$ cat config.mk
export PLATFORM = sky130hd
export DESIGN_NAME = alu_scheduler
export DESIGN_NICKNAME = d
export VERILOG_FILES = /design/src/rtl/alu_scheduler.sv
export SDC_FILE = /design/constraint.sdc
export NUM_CORES = 1
export LEC_CHECK = 0
export CORE_ASPECT_RATIO = 2
export CORE_MARGIN = 1.5
export CORE_UTILIZATION = 35
export CTS_BUF_LIST = sky130_fd_sc_hd__clkbuf_4 sky130_fd_sc_hd__clkbuf_8
export DETAILED_ROUTE_END_ITERATION = 6
export PLACE_DENSITY = 0.67
export SETUP_SLACK_MARGIN = 0.02
export SLEW_MARGIN = 20
export SYNTH_ARGS = -nofsm -noshare
export SYNTH_HDL_FRONTEND = slang
export SYNTH_SLANG_ARGS = --single-unit
export TNS_END_PERCENT = 50
$ cat constraint.sdc
create_clock -name clk -period 2.01 [get_ports clk]
set_input_delay 0.402 -clock clk [delete_from_list [all_inputs] [get_ports clk]]
set_output_delay 0.402 -clock clk [all_outputs]
set_load 0.005 [all_outputs]
$ cat src/rtl/alu_scheduler.sv
// Round-robin scheduler that shares one combinational ALU between two requesters.
// Exactly one operation is in flight; the result returns on a valid/ready response channel.
module alu_scheduler #(
    parameter int W = 16
) (
    input  logic          clk,
    input  logic          rst_n,
    input  logic [1:0]    req_valid,
    output logic [1:0]    req_ready,
    input  logic [3:0]    req_opcode0,
    input  logic [3:0]    req_opcode1,
    input  logic [W-1:0]  req_a0,
    input  logic [W-1:0]  req_b0,
    input  logic [W-1:0]  req_a1,
    input  logic [W-1:0]  req_b1,
    output logic [W-1:0]  alu_a,
    output logic [W-1:0]  alu_b,
    output logic [3:0]    alu_opcode,
    input  logic [W-1:0]  alu_result,
    output logic          rsp_valid,
    input  logic          rsp_ready,
    output logic          rsp_id,
    output logic [W-1:0]  rsp_result,
    output logic          rsp_zero,
    output logic          rsp_err,
    output logic          busy
);

    // state     | meaning
    // S_IDLE    | waiting for a request; grant and latch it
    // S_ISSUE   | drive the ALU inputs from the holding registers
    // S_CAPTURE | register the ALU result and status
    // S_RESP    | hold the response until rsp_ready
    typedef enum logic [1:0] {S_IDLE, S_ISSUE, S_CAPTURE, S_RESP} state_t;

    localparam logic [3:0] OP_NOP   = 4'b0000;
    localparam logic [3:0] OP_RESET = 4'b0001;

    state_t         state;
    logic           prio;
    logic           hold_id;
    logic [3:0]     hold_op;
    logic [W-1:0]   hold_a;
    logic [W-1:0]   hold_b;
    logic [1:0]     grant;
    logic           g;
    logic [W-1:0]   cap_result;

    function automatic logic op_legal(input logic [3:0] op);
        case (op)
            4'b0000, 4'b0001, 4'b0100, 4'b0101, 4'b1000,
            4'b1001, 4'b1010, 4'b1011, 4'b1100, 4'b1101: op_legal = 1'b1;
            default:                                     op_legal = 1'b0;
        endcase
    endfunction

    always_comb begin
        grant = 2'b00;
        g     = 1'b0;
        if (state == S_IDLE) begin
            if (req_valid == 2'b11) begin
                g        = prio;
                grant[prio] = 1'b1;
            end else if (req_valid[0]) begin
                g        = 1'b0;
                grant[0] = 1'b1;
            end else if (req_valid[1]) begin
                g        = 1'b1;
                grant[1] = 1'b1;
            end
        end
    end

    // NOP, RESET and illegal opcodes all report zero regardless of the ALU output
    always_comb begin
        cap_result = '0;
        if (op_legal(hold_op) && hold_op != OP_NOP && hold_op != OP_RESET)
            cap_result = alu_result;
    end

    assign req_ready = grant;
    assign busy      = (state != S_IDLE);

    always_ff @(posedge clk) begin
        if (!rst_n) begin
            state      <= S_IDLE;
            prio       <= 1'b0;
            hold_id    <= 1'b0;
            hold_op    <= 4'b0000;
            hold_a     <= '0;
            hold_b     <= '0;
            alu_a      <= '0;
            alu_b      <= '0;
            alu_opcode <= 4'b0000;
            rsp_valid  <= 1'b0;
            rsp_id     <= 1'b0;
            rsp_result <= '0;
            rsp_zero   <= 1'b0;
            rsp_err    <= 1'b0;
        end else begin
            case (state)
                S_IDLE: begin
                    if (|grant) begin
                        hold_id <= g;
                        hold_op <= g ? req_opcode1 : req_opcode0;
                        hold_a  <= g ? req_a1 : req_a0;
                        hold_b  <= g ? req_b1 : req_b0;
                        prio    <= ~g;
                        state   <= S_ISSUE;
                    end
                end
                S_ISSUE: begin
                    alu_a      <= hold_a;
                    alu_b      <= hold_b;
                    alu_opcode <= (op_legal(hold_op) && hold_op != OP_RESET) ? hold_op : 4'b0000;
                    state      <= S_CAPTURE;
                end
                S_CAPTURE: begin
                    rsp_result <= cap_result;
                    rsp_zero   <= (cap_result == '0);
                    rsp_err    <= ~op_legal(hold_op);
                    rsp_id     <= hold_id;
                    rsp_valid  <= 1'b1;
                    state      <= S_RESP;
                end
                S_RESP: begin
                    if (rsp_ready) begin
                        rsp_valid <= 1'b0;
                        state     <= S_IDLE;
                    end
                end
                default: state <= S_IDLE;
            endcase
        end
    end

endmodule

# Word level (Yosys, flattened, before mapping)
# Memory sizes are Yosys's and may differ from the RTL's. A register that Yosys moved wholly into a read port is not among the register bits.
# Index checks and enable logic that the tools add are counted.
[op_classes]
n_lt_le_gt_ge = 2
n_bitwise = 2
eq_ne = 7
n_mux = 29
n_reduce_logical = 13
[op_table]
columns = ["operator", "count"]
rows = [
  ["16-bit 2-to-1 mux", 3],
  ["4-bit 2-to-1 mux", 8],
  ["16-bit logical NOT", 1],
  ["1-bit 2-to-1 mux", 11],
  ["2-bit 2-to-1 mux", 4],
  ["2-bit one-hot mux with 4 select lines", 1],
  ["2-bit equality test, second input constant", 3],
  ["2-bit AND reduction", 3],
  ["1-bit logical AND", 4],
  ["4-bit by 1-bit inequality test with 1-bit output, second input constant", 1],
  ["2-bit nonzero test", 2],
  ["4-bit nonzero test", 1],
  ["2-bit by 1-bit equality test with 1-bit output, second input constant", 1],
  ["2-bit logical NOT", 1],
  ["1-bit by 2-bit less-than comparator with 1-bit output, second input constant", 1],
  ["2-bit by 1-bit inequality test with 1-bit output, second input constant", 1],
  ["2-bit inequality test, second input constant", 1],
  ["1-bit NOT", 2],
  ["1-bit one-hot mux with 2 select lines", 1],
  ["2-bit OR reduction", 1],
  ["1-bit demux with 1-bit select", 1],
  ["1-bit greater-or-equal comparator, second input constant", 1],
]
[word_totals]
out_inout_bits = 59
in_bits = 93
n_memories = 3
romBits = 48
reg_bits = 96
wordCells = 70
[memory_table]
columns = ["memory", "words", "word_bits", "rd", "rd_ports_with_merged_regs", "wr", "line_no", "rtl"]
rows = [
  ["(no name shown)", 16, 1, 1, 1, 0, "50", "case (op)"],
  ["(no name shown)", 16, 1, 1, 1, 0, "50", ""],
  ["(no name shown)", 16, 1, 1, 1, 0, "50", ""],
]

# Logic depth before layout (Yosys ltp)
# Gate-level depths: netlist (run 1).
[logic_depth]
word_depth = 10
depth_mapped = 8
depth_no_buf = 6

# Worst setup path after synthesis (run 1)
# No wires, ideal clock.
[synth_path]
path_type = "register to output"
startpoint = "reg state[0]"
endpoint = "out req_ready[1]"
setup_slack_ns = 0.321
n_path_buf = 3
arrival_time_ns = 1.287
required_ns = 1.608
stages_incl_launch_ff = 8
path_cell_list = "dfxtp_1 > inv_1 > ha_1 > nand2_1 > a21oi_2 > buf_2 > buf_4 > buf_4"
[synth_via]
elab_chain_len = 2
[synth_lines]
columns = ["item", "line_no", "rtl"]
rows = [
  ["start, declared", "39", "state_t state;"],
  ["start signal, assigned", "86", "state <= S_IDLE;"],
  ["start signal, assigned", "109", "state <= S_ISSUE;"],
  ["start signal, assigned", "116", "state <= S_CAPTURE;"],
  ["2-bit logical NOT", "60", "if (state == S_IDLE) begin"],
  ["2-bit 2-to-1 mux", "60", ""],
  ["end, declared", "9", "output logic [1:0] req_ready,"],
]
# Every way passes these cells.

# Final worst setup path (run 1)
[layout_path]
startpoint = "reg state[0]"
endpoint = "out req_ready[0]"
# The elaborated chain is that of the path after synthesis.

==> impl_metrics.toml, run 1 <==
[power]
power_switching_share_pct = 32.3
combPwrFrac_pct = 38.0
power_leakage_uw = 0.00204
seqPwrFrac_pct = 39.1
clkPwrFrac_pct = 23.0
power.internal_uw = 4300
switchingPower_uw = 2050
p_per_area_mw_per_mm2 = 1120
peakVddDrop_mv = 0.558

[sta]
rsz0062_at_grt = "no"
hold_viol_final = 0
setup_viol = 0
holdWs_ns = 0.458
setup_ws_ns = 0.121
relSlewSlack_pct = 52.8
max_freq_mhz = 529
fin_setup_tns_ns = 0
fin_crit_sh_pct = 94.0
post-route-min-period_ns = 1.89
slew_viol_final = 0
finClkSkew_ns = 0.0106
worst_pin_slew_ns = 0.708

[floorplan]
rows = 53
start_util_pct = 35.8
core_area_sq_mm = 0.0104
dieArea_sq_mm = 0.0113
io_pins = 152
fp.dieW_microns = 75.9
chipHeight_microns = 149

[drt]
met3WireLength_microns = 489
maxUsedRoutingLayer = "met4"
drt_iter0_drc = 169
routed_wl_mm = 10.3
drc_errors = 0
postRouteAntennaNets = 0
dr_wl_met2_mm = 5.67
dr.pass1.iters = 6
wl_per_cell_microns = 14.8
met1_length_mm = 3.75
vias_per_cell = 4.94
vias = 3421

[clock_tree]
h-tree-depth = 3
cts_buffers = 9
cts_buffer_depth = 2
clk_pin_slew_ns = 0.09
clk_latency_ns = 0.36
root_buffer = "clkbuf_8"
numClockSinks = 97
cts_tree = "yes"
hold_buffers = 0

[hold_path]
hold-path-cell-count = 2
holdPathEnd = "hold_a[9]"
min-delay-start = "hold_a[9]"
hp-class = "register to register"

[setup_path]
crit_path_max_fanout = 4
worstPathArrival_ns = 1.49
setup.worst_path.start_class = "register"
timing.rr.start = "state[0]"
critPathRequiredTime_ns = 1.61
path_class = "register to primary output"
r2r_cells = 8
rrSetupSlack_ns = 0.24
crit_path_end_kind = "primary output"
reg2reg_to = "hold_b[11]"

[global_route]
grt_pass1_wl_mm = 16.6
antenna_found_initial = 0
grt.total_usage_pct = 18.6
grt_remaining_overflow = 0
grt_pass1_vias = 3432
grt_max_degree = 46

[synth]
synth_area_sq_mm = 0.00372
syn_inst = 405
synth_common_cells = "dfxtp_1, a21oi_1, nor2_1"
synthSimpleGateAreaFrac_pct = 15.9
synthTopCellsByArea = "dfxtp_1, mux2i_1, a21oi_1, a22oi_1, nor2_1"
synth-seq-cells = 97
synth.top_cell.area_share_pct = 52.2
synth_xor_area_share_pct = 0
synth_compound_area_share_pct = 16.9
synth.most_common_cell = "dfxtp_1"
synth_nets = 502
async_reset_ff_share_pct = 0
ys_seq_area_share_pct = 52.2
synthDistinctLibCells = 29
synth_mux_area_share_pct = 9.14
ys_warn_count = 0
synth_top_family_by_area = "compound AO/OA/AOI/OAI gates"
yosysTopAreaCell = "dfxtp_1"
synth_edf_count = 0
syn-mean-instance-area_sq_um = 9.19
yosys.area_share.adder_pct = 1.34
ys.flop_type = "dfxtp_1"

[final_layout]
multi_input_area_sq_mm = 0.00164
regArea_sq_mm = 0.00194
final_nets = 649
design_area_sq_mm = 0.00569
antenna_cells = 0
num-fill-cells = 987
drive_above_1_share_pct = 7.37
area_delta_synth_final_pct = 52.8

[flow_run]
cap_violations = 0

[placed_design]
dp_slack_ns = -0.107
numPortBuffers = 151
postPlaceCellArea_sq_mm = 0.00546
gp_congestion = 0.810
hpwl_mm = 7.44

[run_status]
status = "complete, no violations"
==> stage by stage <==
step | power [uW] | std cells | utilization, %
detailed placement | 4980 | 678 | 52.4
floorplan | 3910 | 405 | -
finish | 6340 | 693 | 54.6
global placement | 4920 | 678 | 52.4
global route | 6760 | 693 | 54.6
CTS | 6440 | 693 | 54.6
==> final cells by class <==
cell class                 count  area share (%)
tap                          137            3.01
multi-input combinational    270            28.9
timing repair buffer         169            29.6
clock inverter                 6            1.89
inverter                       5           0.330
sequential                    97            34.2
clock buffer                   9            2.18
==> power by group through the flow <==
stage	logic [uW]	clock network, uW	registers (uW)
after floorplan	1420	0	2490
after global placement	2410	0	2500
after detailed placement	2460	0	2520
after CTS	2450	1500	2480
after global routing	2650	1580	2530
final	2410	1460	2480
==> per-layer routing <==
layer,up-vias,track usage [%]
li1,1692,-
met1,1585,19.2
met2,116,34.5
met3,28,4.34
met4,0,9.72
met5,-,0
==> state kept, by name, indices dropped and copies added (netlist names), named ones only <==
signal	count
alu_a	16
alu_b	16
alu_opcode	4
hold_a	16
hold_b	16
hold_id	1
hold_op	4
prio	1
rsp_err	1
rsp_id	1
rsp_result	16
rsp_valid	1
rsp_zero	1
state	2
==> kinds of logic (layout without fill, tap and decap cells) <==
group	Yosys count	count (layout)
AOI/OAI and AO/OA	102	102
adders and majority gates	4	4
buffers and inverters	38	189
DFF	97	97
muxes	34	34
and+or+nand+nor	130	130
==> how the worst max path moves through the flow <==
stage | slack [ns] | cells past startpoint | startpoint | end
floorplan | 0.32 | 7 | state[0] | req_ready[1]
global placement | -0.09 | 4 | req_valid[1] | req_ready[0]
detailed placement | -0.11 | 4 | req_valid[1] | req_ready[0]
CTS | 0.07 | 5 | state[0] | req_ready[0]
global route | 0.02 | 5 | state[0] | req_ready[0]
finish | 0.12 | 5 | state[0] | req_ready[0]
==> timing repair <==
item,4_1_cts,5_1_grt
setup buffers,0,0
setup endpoints to repair,3,1
pin swaps,0,0
resized for setup,6,1
==> placed cells by master (no fill, tap or decap), types with 9 or more instances in the layout <==
| cell type | instances |
|---|---|
| mux2i_1 | 34 |
| nand2b_1 | 20 |
| nand2_1 | 37 |
| nand3_1 | 20 |
| buf_4 | 15 |
| a21oi_1 | 57 |
| clkdlybuf4s50_1 | 148 |
| a22oi_1 | 34 |
| nor2_1 | 40 |
| clkbuf_8 | 9 |
| dfxtp_1 | 95 |
==> worst max-delay path, cell delays in order, from the launching register on <==
cell	delay [ns]
dfxtp_2	0.34
inv_1	0.09
ha_2	0.20
nand2_1	0.09
a21oi_4	0.15
dlygate4sd2_1	0.26
Power figures use the tool's default switching activity.
==> run 2: changes to the inputs <==
ABC_AREA = 1   (was unset)
==> impl_metrics.toml, run 2 <==
[run_status]
status = "complete, no violations"

[drt]
wl_per_cell_microns = 15.2
vias_per_cell = 4.95
drc_errors = 0
dr.pass1.iters = 5
drt_iter0_drc = 130
routed_wl_mm = 11.9
vias = 3867
postRouteAntennaNets = 0

[clock_tree]
cts_tree = "yes"
h-tree-depth = 3
cts_buffer_depth = 2
hold_buffers = 0
clk_latency_ns = 0.37
numClockSinks = 97
clk_pin_slew_ns = 0.08
root_buffer = "clkbuf_8"
cts_buffers = 9

[global_route]
grt_remaining_overflow = 0
grt.total_usage_pct = 20.9
grt_pass1_vias = 3845
antenna_found_initial = 0
grt_max_degree = 57
grt_pass1_wl_mm = 18.5

[setup_path]
cp.depth = 5
critPathTopFamily = "buffers and inverters"
worstPathArrival_ns = 1.33
crit_path_end_kind = "primary output"
timing.rr.start = "state[1]"
crit_path_top_delay_cell = "clkdlybuf4s50_1"
crit_chain = "clkdlybuf4s50_1 > nand2_1 > nand3_2 > inv_2 > dlygate4sd2_1"
crit_path_max_fanout = 2
rrSetupSlack_ns = 0.40
critPathRequiredTime_ns = 1.61
path_class = "input port to primary output"
critPathMaxStageDelay_ns = 0.49
r2r_cells = 8
worst-path-buf-inv = 3
setup.worst_path.start_class = "input port"

[final_layout]
layout_common_cells = "clkdlybuf4s50_1, nand2_1, dfxtp_1, nor2_1, o21ai_0"
area_delta_synth_final_pct = 49.0
antenna_cells = 0
utilization_pct = 53.9
design_area_sq_mm = 0.00569
drive_above_1_share_pct = 7.44
final_common_cell = "clkdlybuf4s50_1"
final_nets = 738

[synth]
syn_inst = 495
synthTopCellsByArea = "dfxtp_1, nand2_1, o21ai_0, nor2_1, a31oi_1"
yosysTopAreaCell = "dfxtp_1"
ys_warn_count = 0
synth.top_cell.area_share_pct = 50.9
synthDistinctLibCells = 24
ys.flop_type = "dfxtp_1"
syn-mean-instance-area_sq_um = 7.71
async_reset_ff_share_pct = 0
synth_common_cells = "nand2_1, dfxtp_1, nor2_1"
synth_area_sq_mm = 0.00382
ys_seq_area_share_pct = 50.9
synth-seq-cells = 97
synth_edf_count = 0
synth.most_common_cell = "nand2_1"
synth_nets = 592

[floorplan]
start_util_pct = 36.2
io_pins = 152
core_area_sq_mm = 0.0105
chipHeight_microns = 151
fp.dieW_microns = 76.8
rows = 53
dieArea_sq_mm = 0.0116

[sta]
hold_viol_final = 0
worst_pin_slew_ns = 0.533
fin_crit_sh_pct = 86.2
fin_setup_tns_ns = 0
post-route-min-period_ns = 1.73
relSlewSlack_pct = 64.4
slew_viol_final = 0
max_freq_mhz = 577
setup_viol = 0
finClkSkew_ns = 0.0122
rsz0062_at_grt = "no"

[placed_design]
gp_congestion = 0.828
numPortBuffers = 151
hpwl_mm = 8.76
postPlaceCellArea_sq_mm = 0.00542

[power]
power.internal_uw = 4830
power_leakage_uw = 0.00225
peakVddDrop_mv = 0.678
clkPwrFrac_pct = 19.5
p_per_area_mw_per_mm2 = 1290
seqPwrFrac_pct = 38.8
combPwrFrac_pct = 41.7
power_switching_share_pct = 34.5
switchingPower_uw = 2540

[hold_path]
hold-path-cell-count = 2
holdPathEnd = "hold_b[2]"
hp-class = "register to register"
min-delay-start = "hold_b[2]"

[flow_run]
cap_violations = 0
-- run 2: cell types whose count changed in the layout (fill, tap and decap cells not counted), moves of 17 or more --
cell	previous run	this run
nand3_1	20	3
nand2_1	37	137
nand2b_1	20	0
a21oi_1	57	27
o21ai_0	1	56
mux2i_1	34	0
a22oi_1	34	1
a31oi_1	1	34
nor2_1	40	73
-- run 2: power by group through the flow --
stage               sequential, uW  clock, uW  combinational (uW)
floorplan                     2840          0                1600
global placement              2860          0                2990
detailed placement            2890          0                3050
CTS                           2850       1470                3120
global route                  2920       1560                3430
finish                        2850       1440                3070
-- run 2: logic make-up after synthesis --
group / count (synthesis) / share of synthesized area [%]
adders and majority gates: 4 / 1.31
and+or+nand+nor: 217 / 22.0
buffers and inverters: 47 / 6.72
DFF: 97 / 50.9
AOI/OAI and AO/OA: 130 / 19.1
-- run 2: metal layers --
metal | track usage [%] | vias up | wire (microns)
li1 | - | 1922 | -
met1 | 20.0 | 1780 | 4210
met2 | 40.4 | 133 | 6620
met3 | 4.85 | 32 | 560
met4 | 11.2 | 0 | 496
met5 | 0 | - | 0
-- run 2: worst max-delay path by stage --
stage                             from      endpoint  slack, ns
final                     req_valid[0]  req_ready[1]       0.28
after CTS                     state[1]  req_ready[0]      0.002
after detailed placement  req_valid[0]  req_ready[1]       0.04
after global placement    req_valid[0]  req_ready[1]       0.03
after global routing          state[1]  req_ready[1]       0.19
after floorplan               state[0]  req_ready[1]       0.51
-- run 2: worst register-to-register path, cell delays in order (launching register included) --
cell	delay, ns
dfxtp_4	0.37
inv_4	0.07
ha_4	0.15
nand3_2	0.10
inv_2	0.06
buf_4	0.33
nand2_1	0.13
a31oi_2	0.21
o21ai_1	0.08
-- run 2: repair_timing --
action,CTS,global route
endpoints found under the setup margin,3,2
gates cloned,0,0
gates resized for setup,7,4
pin swaps,1,0
setup buffers,2,0
endpoints found under the hold margin,0,0
-- run 2: area by class of cell --
type / count / area, sq um
Multi-Input combinational cell: 351 / 1630
Inverter: 14 / 55.1
Tap cell: 137 / 171
Fill cell: 1009 / 4860
Clock buffer: 13 / 173
Clock inverter: 2 / 60.1
Timing Repair Buffer: 168 / 1650
Sequential cell: 97 / 1950
-- run 2: stage by stage --
stage	power (uW)	hold WS [ns]	setup WS, ns	instances
2_1_floorplan	4440	0.441	0.508	495
3_3_place_gp	5850	0.457	0.0349	765
3_5_place_dp	5930	0.468	0.0400	765
4_1_cts	7450	0.480	0.00201	782
5_1_grt	7910	0.500	0.186	782
6_report	7370	0.479	0.277	782
==> run 3: changes to the inputs <==
SKIP_CTS_REPAIR_TIMING = 1   (was unset)
==> impl_metrics.toml, run 3 (same netlist as run 2, synthesis figures left out) <==
[run_status]
status = "complete, no violations"

[sta]
setup_viol = 0
fin_setup_tns_ns = 0
rsz0062_at_grt = "no"
worst_pin_slew_ns = 0.525
post-route-min-period_ns = 1.67
hold_viol_final = 0
finClkSkew_ns = 0.0131
slew_viol_final = 0
fin_crit_sh_pct = 82.9
relSlewSlack_pct = 65.0
max_freq_mhz = 600
setup_ws_ns = 0.343

[setup_path]
worstPathArrival_ns = 1.26
critPathTopFamily = "buffers and inverters"
rrSetupSlack_ns = 0.39
timing.critical_path.to = "rsp_id"
path_class = "register to primary output"
crit_path_max_fanout = 2
critPathRequiredTime_ns = 1.61
cp-startpoint = "rsp_id"
timing.rr.start = "state[0]"
crit_chain = "clkdlybuf4s50_1"
crit_path_top_delay_cell = "clkdlybuf4s50_1"
critPathMaxStageDelay_ns = 0.57
crit_path_end_kind = "primary output"
worst-path-buf-inv = 1
setup.worst_path.start_class = "register"
cp.depth = 1
r2r_cells = 8

[final_layout]
final_nets = 736
design_area_sq_mm = 0.00567
layout_common_cells = "clkdlybuf4s50_1, nand2_1, dfxtp_1, nor2_1, o21ai_0"
final_common_cell = "clkdlybuf4s50_1"
antenna_cells = 0
drive_above_1_share_pct = 7.15
area_delta_synth_final_pct = 48.6

[placed_design]
gp_congestion = 0.828
dp_slack_ns = 0.0400
postPlaceCellArea_sq_mm = 0.00542
numPortBuffers = 151
hpwl_mm = 8.76

[flow_run]
cap_violations = 0

[global_route]
grt.total_usage_pct = 20.8
grt_remaining_overflow = 0
grt_max_degree = 57
use_met2_pct = 40.1
grt_pass1_vias = 3835
grt_pass1_wl_mm = 18.4
antenna_found_initial = 0
met1_usage_pct = 20.0
met3_usage_pct = 4.12
top_usage_layer = "met2"

[clock_tree]
numClockSinks = 97
h-tree-depth = 3
cts_buffer_depth = 2
root_buffer = "clkbuf_8"
cts_tree = "yes"
cts_buffers = 9
clk_pin_slew_ns = 0.09
clk_latency_ns = 0.37

[floorplan]
core_area_sq_mm = 0.0105
io_pins = 152
dieArea_sq_mm = 0.0116
rows = 53
fp.dieW_microns = 76.8
start_util_pct = 36.2
chipHeight_microns = 151

[hold_path]
hp-class = "register to register"
min-delay-start = "hold_a[1]"
hold-path-cell-count = 2

[power]
power_leakage_uw = 0.00225
p_total_uw = 7340
peakVddDrop_mv = 0.678
p_per_area_mw_per_mm2 = 1290

[drt]
drt_iter0_drc = 114
dr.pass1.iters = 4
postRouteAntennaNets = 0
routed_wl_mm = 11.9
wl_per_cell_microns = 15.2
vias_per_cell = 4.96
drc_errors = 0
vias = 3871
## run 3: layer usage
metal | vias to the layer above | part of all wire (%) | wire (microns)
met4 | 0 | 4.8 | 573
met1 | 1772 | 36 | 4220
met3 | 38 | 4.8 | 574
met5 | - | 0 | 0
li1 | 1918 | - | -
met2 | 143 | 55 | 6510
## run 3: through the flow
step	hold slack [ns]	cells	utilization (%)
6_report	0.479	780	53.8
3_3_place_gp	0.457	765	51.4
3_5_place_dp	0.468	765	51.4
4_1_cts	0.480	780	53.6
5_1_grt	0.501	780	53.8
2_1_floorplan	0.441	495	-
## run 3: worst min path at each step
stage / end / slack [ns]
after floorplan: hold_id / 0.44
after global placement: rsp_zero / 0.46
after detailed placement: hold_b[2] / 0.47
after CTS: hold_b[2] / 0.48
after global routing: hold_b[2] / 0.50
final: hold_a[1] / 0.48
## run 3: area by class of cell
class / instances / area, sq um
clock buffers: 13 / 173
multi-input cells: 351 / 1630
inverters: 14 / 52.6
flip-flops and latches: 97 / 1940
fillers: 1011 / 4870
well taps: 137 / 171
clock inverters: 2 / 60.1
repair buffers: 166 / 1640
## run 3: where the power goes
part	total [uW]	leakage [uW]	internal [uW]	switching (uW)
Clock	1440	0.000119	811	629
Combinational	3050	0.00134	1480	1570
Sequential	2850	0.000798	2510	337
Total	7340	0.00225	4810	2530
